$ cat src/rtl/input_debounce.sv
// rtl/input_debounce.sv - per-bit synchroniser, stability filter and edge pulses (optional INPUT_DEBOUNCE_SYNC_EN: two-flop sync)
module input_debounce #(
    parameter int WIDTH         = 5,
    parameter int STABLE_CYCLES = 8,
    parameter int CNT_W         = 4
) (
    input  logic             clk,
    input  logic             rst_n,
    input  logic [WIDTH-1:0] din,
    output logic [WIDTH-1:0] dout,
    output logic [WIDTH-1:0] rise,
    output logic [WIDTH-1:0] fall,
    output logic             busy
);

    // Terminal count: the last mismatching sample before the level is accepted.
    localparam logic [CNT_W-1:0] CNT_MAX = CNT_W'(STABLE_CYCLES - 1);
    localparam logic [CNT_W-1:0] CNT_ONE = CNT_W'(1);

    // Synchronised view of din that the filter compares against dout.
    logic [WIDTH-1:0] sync_q;

`ifdef INPUT_DEBOUNCE_SYNC_EN
    logic [WIDTH-1:0] meta_q;

    // Two-flop chain: the first stage may go metastable, only the second is used.
    always_ff @(posedge clk or negedge rst_n) begin
        if (!rst_n) begin
            meta_q <= '0;
            sync_q <= '0;
        end else begin
            meta_q <= din;
            sync_q <= meta_q;
        end
    end
`else
    // Single capture flop; adequate when din is already synchronous to clk.
    always_ff @(posedge clk or negedge rst_n) begin
        if (!rst_n) begin
            sync_q <= '0;
        end else begin
            sync_q <= din;
        end
    end
`endif

    // Per-bit stability counters and registered outputs.
    logic [WIDTH-1:0][CNT_W-1:0] cnt_q;
    logic [WIDTH-1:0][CNT_W-1:0] cnt_d;
    logic [WIDTH-1:0]            dout_q;
    logic [WIDTH-1:0]            dout_d;
    logic [WIDTH-1:0]            rise_q;
    logic [WIDTH-1:0]            rise_d;
    logic [WIDTH-1:0]            fall_q;
    logic [WIDTH-1:0]            fall_d;
    logic                        busy_q;
    logic                        busy_d;

    // Next-state filter: any matching sample clears progress, a full run of
    // mismatches commits the new level and fires exactly one pulse.
    always_comb begin
        cnt_d  = cnt_q;
        dout_d = dout_q;
        rise_d = '0;
        fall_d = '0;
        busy_d = 1'b0;
        for (int k = 0; k < WIDTH; k++) begin
            if (sync_q[k] == dout_q[k]) begin
                cnt_d[k] = '0;
            end else if (cnt_q[k] == CNT_MAX) begin
                dout_d[k] = sync_q[k];
                cnt_d[k]  = '0;
                rise_d[k] = sync_q[k];
                fall_d[k] = ~sync_q[k];
            end else begin
                cnt_d[k] = cnt_q[k] + CNT_ONE;
            end
            if (cnt_d[k] != '0) begin
                busy_d = 1'b1;
            end
        end
    end

    // State update; reset drops all progress and forces outputs low at once.
    always_ff @(posedge clk or negedge rst_n) begin
        if (!rst_n) begin
            cnt_q  <= '0;
            dout_q <= '0;
            rise_q <= '0;
            fall_q <= '0;
            busy_q <= 1'b0;
        end else begin
            cnt_q  <= cnt_d;
            dout_q <= dout_d;
            rise_q <= rise_d;
            fall_q <= fall_d;
            busy_q <= busy_d;
        end
    end

    assign dout = dout_q;
    assign rise = rise_q;
    assign fall = fall_q;
    assign busy = busy_q;

endmodule
$ cat config.mk
export PLATFORM = sky130hd
export DESIGN_NAME = input_debounce
export DESIGN_NICKNAME = d
export VERILOG_FILES = /design/src/rtl/input_debounce.sv
export SDC_FILE = /design/constraint.sdc
export NUM_CORES = 1
export LEC_CHECK = 0
export ABC_CLOCK_PERIOD_IN_PS = 4950
export CAP_MARGIN = 30
export CORE_AREA = 2 2 61 58
export DETAILED_ROUTE_END_ITERATION = 10
export DIE_AREA = 0 0 63 60
export PLACE_DENSITY = 0.85
export SLEW_MARGIN = 25
export SYNTH_ARGS = -nofsm -noshare
export SYNTH_HDL_FRONTEND = slang
export SYNTH_SLANG_ARGS = --single-unit
$ cat constraint.sdc
create_clock -name clk -period 4.95 [get_ports clk]
set_input_delay 0.99 -clock clk [delete_from_list [all_inputs] [get_ports clk]]
set_output_delay 0.99 -clock clk [all_outputs]
set_load 0.02 [all_outputs]
======== Yosys cells after proc, flatten, opt, wreduce, memory -nomap -nowiden ========
Cells that the tools add are included.
word-level totals
  bits of input ports ..................... 7
  logic and storage cells ................. 84
  register bits ........................... 41
operators by class
  reduce and logical (&&, ||, !) cells .... 10
  bitwise logic cells ..................... 10
  muxes and demuxes ....................... 35
  add/subtract/negate cells ............... 5
  eq/ne operators ......................... 10
operator list
  operator                                                         number
  4-bit 2-to-1 mux                                                 10
  1-bit 2-to-1 mux                                                 25
  4-bit by 1-bit adder with 4-bit output, second input constant    5
  4-bit by 3-bit == test with 1-bit output, second input constant  5
  4-bit nonzero test                                               5
  1-bit inverter                                                   10
  2-bit AND reduction                                              5
  1-bit == test                                                    5

======== Longest topological paths before layout ========
Gate-level depths: netlist of the first run.
  word-level depth ........................ 9
  gate-level depth with buffers ........... 6
  mapped depth without buffers ............ 6

======== Worst setup path before layout of the first run ========
Ideal clock, no wire load.
  path type ............................... reg-to-reg
  from .................................... register cnt_q[0] (netlist name)
  to ...................................... register busy_q, in the netlist busy
  required time ........................... 4.811 ns
  library setup time ...................... 0.139 ns
  setup slack ............................. 3.307 ns
  clock period less this slack ............ 1.643 ns
  stages on the path, launching flop included .. 6
  arrival ................................. 1.503 ns
  path through ............................ dfrtp_1 -> ha_1 -> nand3b_4 -> nor3b_1 -> or4_1 -> nand4b_1
RTL lines
  what                      RTL line  source
  start: declaration        48        logic [WIDTH-1:0][CNT_W-1:0] cnt_q;
  start signal: assignment  93        cnt_q <= cnt_d;
  end signal: assignment    97        busy_q <= busy_d;
  end: declaration          56        logic busy_q;

======== Worst setup path after layout of the first run ========
  from .................................... register dout_q[1], in the netlist dout[1]
  to ...................................... output port dout[1]
RTL lines
  what                      RTL line  source
  start: declaration        50        logic [WIDTH-1:0] dout_q;
  start signal: assignment  94        dout_q <= dout_d;
  end: declaration          10        output logic [WIDTH-1:0] dout,
No word-level cell between the ends.

==> results.ini, run 1 <==
[run_status]
status=complete, no violations

[critical_path]
worstSetupStartpointType=register
cp_max_fo=6
crit_path_end_kind=primary output
cp.required_ns=3.96
worstPathCellList=clkdlybuf4s50_1
cp_num_buf_inv=1
cp_top_family=buffers and inverters
max_stage_delay_ns=0.65
slowest_stage=clkdlybuf4s50_1
path_class=register to primary output
arrival_ns=1.46

[synth]
netlist_area_um2=1720
ys_seq_area_share_pct=59.6
synth-seq-cells=41
ys.flop_type=dfrtp_1
yosys_warnings=0
yosysTopAreaCellShare_pct=59.6
synth.area.top_cells=dfrtp_1 60%, nor3b_1 5.7%, xnor2_1 4.1%, ha_1 3.6%, mux2_1 3.3%
yosysTopAreaCell=dfrtp_1
synth-edff-count=0
synth.distinct_cells=27
synth.avg_cell_area_um2=12.1
async_reset_ff_share_pct=100
synthCells=142
synth_fp_nets=154

[grt]
grt_pass1_wl_um=4960
track_usage_pct=17.9
antenna_found_initial=0
grt-ovfl-total=0
grt_pass1_vias=1186
grt_max_degree=42
grtUsageMet3_pct=4.52
met1_usage_pct=18.9
grt_util_met2_pct=32.2
grt.busiest_layer=met2

[timing]
worst_pin_slew_ns=0.859
tns_ns=0
timing.fmax_mhz=408
period_share_pct=49.6
hold_violations=0
setup_viol=0
slew-limit-headroom_pct=42.7
finalMaxSlewViolations=0
rsz0062_at_grt=no
fin_skew_ns=0.0108
finalWorstSetupSlack_ns=2.50
min_period_ns=2.45

[pwr]
p_per_area_nw_per_um2=501
worst_ir_drop_vdd_uv=321
power.internal_mw=0.671
p_comb_share_pct=32.6
switching_share_pct=35.1
total_power_mw=1.03
p_clk_share_pct=20.0
switchingPower_mw=0.362
power_frac_seq_pct=47.4
p_leak_nw=0.951

[clock_tree]
cts_tree=yes
post-cts-setup-buffer-count=0
hold_buffers=0
insertion_delay_ns=0.36
clock-sinks=41
h-tree-depth=2
post_cts_resized=0
cts-root-buf=clkbuf_4
clk_pin_slew_ns=0.11
clockBufferDepth=2
cts_buffers=5

[flow_run]
max_cap_viol_count=0

[finish]
register_area_um2=1030
drive_gt1_share_pct=6.43
area_growth_pct=19.9
nets=183
fin_util_pct=65.0
n_antenna_cell=0
multiInputGateArea_um2=673
num-fill-cells=257

[placed_design]
dp_hpwl_um=2130
port_buffers=22
pre_cts_ws_ns=2.89
routabilityCongestion=0.687

[die]
die_h_um=60
die_area_um2=3780
core_area_um2=3180
row_count=20
start_util_pct=54.2
ios=23
die_x_um=63

[detailed_routing]
remaining_drc_errors=0
vias=1141
routed_wl_um=2900
via_per_inst=5.31
ant_nets=0
wl_per_cell_um=13.5
drt_iter0_markers=36
first_pass_iters=4

[min_path]
hold_path_class=register to register

==> Yosys cell counts (3+ instances only) <==
cell and n:
nand3_1 5, a211oi_1 3, nor3b_1 13, nor3_1 5, nor2_1 15, ha_1 5
nand3b_1 3, xnor2_1 8, inv_1 6, a21oi_1 10, mux2_1 5, nand2_1 4
dfrtp_1 41
==> cells in the final DEF (no fill, tap or decap), types with 2 or more instances in the layout <==
| cell type | instances |
|---|---|
| dfrtp_1 | 41 |
| clkdlybuf4s50_1 | 21 |
| nor2_1 | 15 |
| nor3b_1 | 13 |
| a21oi_1 | 10 |
| xnor2_1 | 8 |
| inv_1 | 6 |
| nand3_1 | 5 |
| nor3_1 | 5 |
| mux2_1 | 5 |
| ha_1 | 5 |
| clkbuf_4 | 5 |
| nand2_1 | 4 |
| a211oi_1 | 3 |
| nand3b_1 | 3 |
| nor2b_1 | 2 |
| xnor2_2 | 2 |
| xor2_1 | 2 |
| o21ai_0 | 2 |
| nand2b_1 | 2 |
==> stage by stage <==
step	instances	area [um2]	hold WS (ns)
after global placement	208	1990	0.465
final	215	2060	0.494
after CTS	215	2060	0.500
after detailed placement	208	1990	0.484
after global routing	215	2060	0.529
after floorplan	142	1720	0.446
==> power groups by stage <==
stage	combinational [mW]	sequential, mW	clock [mW]
global route	0.377	0.501	0.228
detailed placement	0.340	0.497	0
finish	0.337	0.490	0.207
floorplan	0.212	0.505	0
CTS	0.341	0.490	0.213
global placement	0.321	0.484	0
==> final cells by class <==
type	instances	area share, %
clock buffers	5	1.82
clock inverters	2	1.70
inverters	6	1.09
multi-input cells	95	32.6
flip-flops and latches	41	49.7
well taps	44	2.67
repair buffers	22	10.4
==> sequential cells by signal, indices dropped and copies added (netlist names) <==
name / count
cnt_q: 20
dout: 5
fall: 5
rise: 5
sync_q: 5
busy: 1
==> metal layers <==
metal | vias to the layer above | routed length [um]
met5 | - | 0
met4 | 0 | 73
met3 | 8 | 125
met2 | 28 | 1490
met1 | 551 | 1210
li1 | 554 | -
==> worst paths after layout <==
path,to,from,slack [ns],cells after the start
setup / recovery,dout[1],dout[1]$_DFFE_PN0P_,2.50,1
hold / removal,cnt_q[4]$_DFF_PN0_,cnt_q[4]$_DFF_PN0_,0.49,1
setup reg to reg,busy$_DFF_PN0_,cnt_q[8]$_DFF_PN0_,3.10,6
hold reg to reg,cnt_q[4]$_DFF_PN0_,cnt_q[4]$_DFF_PN0_,0.49,1
max in group asynchronous,rise[3]$_DFF_PN0_,rst_n,3.68,1
min in group asynchronous,busy$_DFF_PN0_,rst_n,0.73,1
==> cells by family after synthesis <==
group / after synthesis / share of synthesized area (%)
and+or+nand+nor: 55 / 18.8
DFF: 41 / 59.6
AOI/OAI and AO/OA: 17 / 5.81
xor gates and xnor gates: 12 / 6.98
buffers and inverters: 6 / 1.31
muxes: 6 / 3.85
adders and majority gates: 5 / 3.63
Note: power is estimated with default switching activity, not from simulation.
==> inputs of run 2 (changes only) <==
ABC_CLOCK_PERIOD_IN_PS = 2200   (was 4950)
CORE_AREA = 2 2 67 62   (was 2 2 61 58)
DIE_AREA = 0 0 69 64   (was 0 0 63 60)
PLACE_DENSITY = 0.77   (was 0.85)
clock period = 2.2 ns   (was 4.95 ns; I/O delays follow)
==> run 2 against run 1 <==
Hold slack worse by 0.23 ns. Sequential power increased by 120%. Power up 130%. First-iteration DRC count fell by 39%. Critical path type unchanged. Worst setup slack worse by 2.1 ns. Core utilization down 8.2 points. Sequential share of layout area down 0.57 points.
==> results.ini, run 2 (same netlist as run 1, synthesis figures left out) <==
[run_status]
status=complete, no violations

[timing]
period_share_pct=82.1
finalWorstSetupSlack_ns=0.393  ; -2.10 ns
timing.fmax_mhz=554
worst_pin_slew_ns=0.844  ; -0.0151 ns
hold_violations=0  ; unchanged
fin_skew_ns=0.00647  ; -0.00430 ns
min_period_ns=1.81
tns_ns=0  ; unchanged
slew-limit-headroom_pct=43.7  ; +1.0 points
rsz0062_at_grt=no
setup_viol=0  ; unchanged
finalMaxSlewViolations=0  ; unchanged

[critical_path]
r2r_end=busy$_DFF_PN0_
critPathLaunch=dout[1]$_DFFE_PN0P_
reg2regPathDepth=5  ; -1
cp.required_ns=1.76  ; -2.20 ns
path_class=register to primary output
worstSetupStartpointType=register
max_stage_delay_ns=0.64  ; about the same
crit_path_end_kind=primary output
arrival_ns=1.37  ; -0.09 ns
cp_top_family=buffers and inverters
cp_num_buf_inv=1  ; unchanged
worstPathCellList=clkdlybuf4s50_1
regToRegStartpoint=cnt_q[0]$_DFF_PN0_
cp_max_fo=6  ; unchanged
crit_path_end=dout[1]
slowest_stage=clkdlybuf4s50_1
path_depth=1  ; unchanged
rrSetupSlack_ns=0.43  ; -2.67 ns

[detailed_routing]
via_per_inst=5.11  ; -3.8%
first_pass_iters=4  ; unchanged
remaining_drc_errors=0  ; unchanged
vias=1113  ; -2.5%
wl_per_cell_um=12.6  ; -6.5%
drt_iter0_markers=22  ; -39%
ant_nets=0  ; unchanged
routed_wl_um=2750  ; -5.2%

[clock_tree]
cts-root-buf=clkbuf_8
cts_tree=yes
clockBufferDepth=2  ; unchanged
post_cts_resized=0  ; unchanged
clock-sinks=41  ; unchanged
post-cts-setup-buffer-count=0  ; unchanged
hold_buffers=0  ; unchanged
insertion_delay_ns=0.28  ; -0.08 ns
cts_buffers=5  ; unchanged
clk_pin_slew_ns=0.07  ; -0.04 ns
h-tree-depth=2  ; unchanged

[finish]
n_antenna_cell=0  ; unchanged
layout_commonest_cell=dfrtp_1
num-fill-cells=321  ; +25%
largest-register=cnt_q
fin_area_um2=2090  ; +1.2%
nets=184  ; +0.55%
drive_gt1_share_pct=6.40  ; -0.037 points
largest_register_ffs=20  ; unchanged
area_growth_pct=21.3
final_cell_mix=41 x dfrtp_1, 21 x clkdlybuf4s50_1, 15 x nor2_1
final_cell_count_no_fill=218  ; +1.4%

[die]
row_count=21  ; +5.0%
start_util_pct=46.8  ; -7.4 points
die_h_um=64  ; +6.7%
die_x_um=69  ; +9.5%
core_area_um2=3680  ; +16%
die_area_um2=4420  ; +17%
ios=23  ; unchanged

[flow_run]
max_cap_viol_count=0  ; unchanged

[pwr]
total_power_mw=2.35  ; +130%
p_per_area_nw_per_um2=1120  ; +120%
worst_ir_drop_vdd_uv=621  ; +93%
p_leak_nw=0.959  ; +0.85%

[placed_design]
dp_hpwl_um=2040  ; -4.5%
routabilityCongestion=0.753  ; +9.5%
pre_cts_ws_ns=0.442  ; -2.45 ns
placed_cell_area_um2=2000  ; +0.50%
port_buffers=22  ; unchanged
placed_cells=211  ; +1.4%

[grt]
grt_pass1_vias=1151  ; -3.0%
grt_pass1_wl_um=5020  ; +1.1%
grt_max_degree=42  ; unchanged
antenna_found_initial=0  ; unchanged
track_usage_pct=14.3  ; -3.5 points
grt-ovfl-total=0  ; unchanged

[min_path]
hold_path_class=input pin to asynchronous set/reset pin

## run 2: cell count changes in the layout (fill, tap and decap cells not counted)
| cell | before | now |
|---|---|---|
| clkinv_2 | 1 | 0 |
| bufinv_16 | 1 | 0 |
| buf_4 | 0 | 1 |
| clkbuf_8 | 0 | 6 |
| clkbuf_4 | 5 | 0 |
| clkbuf_1 | 0 | 1 |
## run 2: cell type report
type                            count  area (um2)  area share, %
Tap cell                           46        57.6           2.76
Multi-Input combinational cell     95         673           32.2
Inverter                            6        22.5           1.08
Timing Repair Buffer               23         223           10.7
Clock buffer                        7        86.3           4.13
Sequential cell                    41        1030           49.1
## run 2: how the worst min path moves through the flow
| stage | slack [ns] | depth (start not counted) | start | endpoint |
|---|---|---|---|---|
| final | 0.26 | 1 | rst_n | fall[4]$_DFF_PN0_ |
| after global routing | 0.32 | 1 | rst_n | cnt_q[6]$_DFF_PN0_ |
| after CTS | 0.29 | 1 | rst_n | cnt_q[6]$_DFF_PN0_ |
| after detailed placement | 0.48 | 1 | sync_q[2]$_DFF_PN0_ | fall[2]$_DFF_PN0_ |
| after global placement | 0.47 | 1 | cnt_q[12]$_DFF_PN0_ | cnt_q[12]$_DFF_PN0_ |
| after floorplan | 0.14 | 0 | rst_n | busy$_DFF_PN0_ |
## run 2: stage by stage
step                      hold WS (ns)  util [%]
after floorplan                  0.144         -
after global placement           0.465      54.4
after detailed placement         0.481      54.4
after CTS                        0.294      56.8
after global routing             0.322      56.8
final                            0.263      56.8
## run 2: routing by layer
layer	track usage, %	up-vias	wire length [um]
met5	0	-	0
met4	5.88	0	23
met3	4.89	2	105
met2	24.3	16	1430
met1	16.7	542	1190
li1	-	553	-
## run 2: where the power goes
| group | internal [mW] | leakage [nW] | switching, mW | total, mW |
|---|---|---|---|---|
| Sequential | 0.912 | 0.542 | 0.187 | 1.10 |
| Clock | 0.249 | 0.0443 | 0.228 | 0.476 |
| Combinational | 0.381 | 0.373 | 0.389 | 0.770 |
| Total | 1.54 | 0.959 | 0.804 | 2.35 |
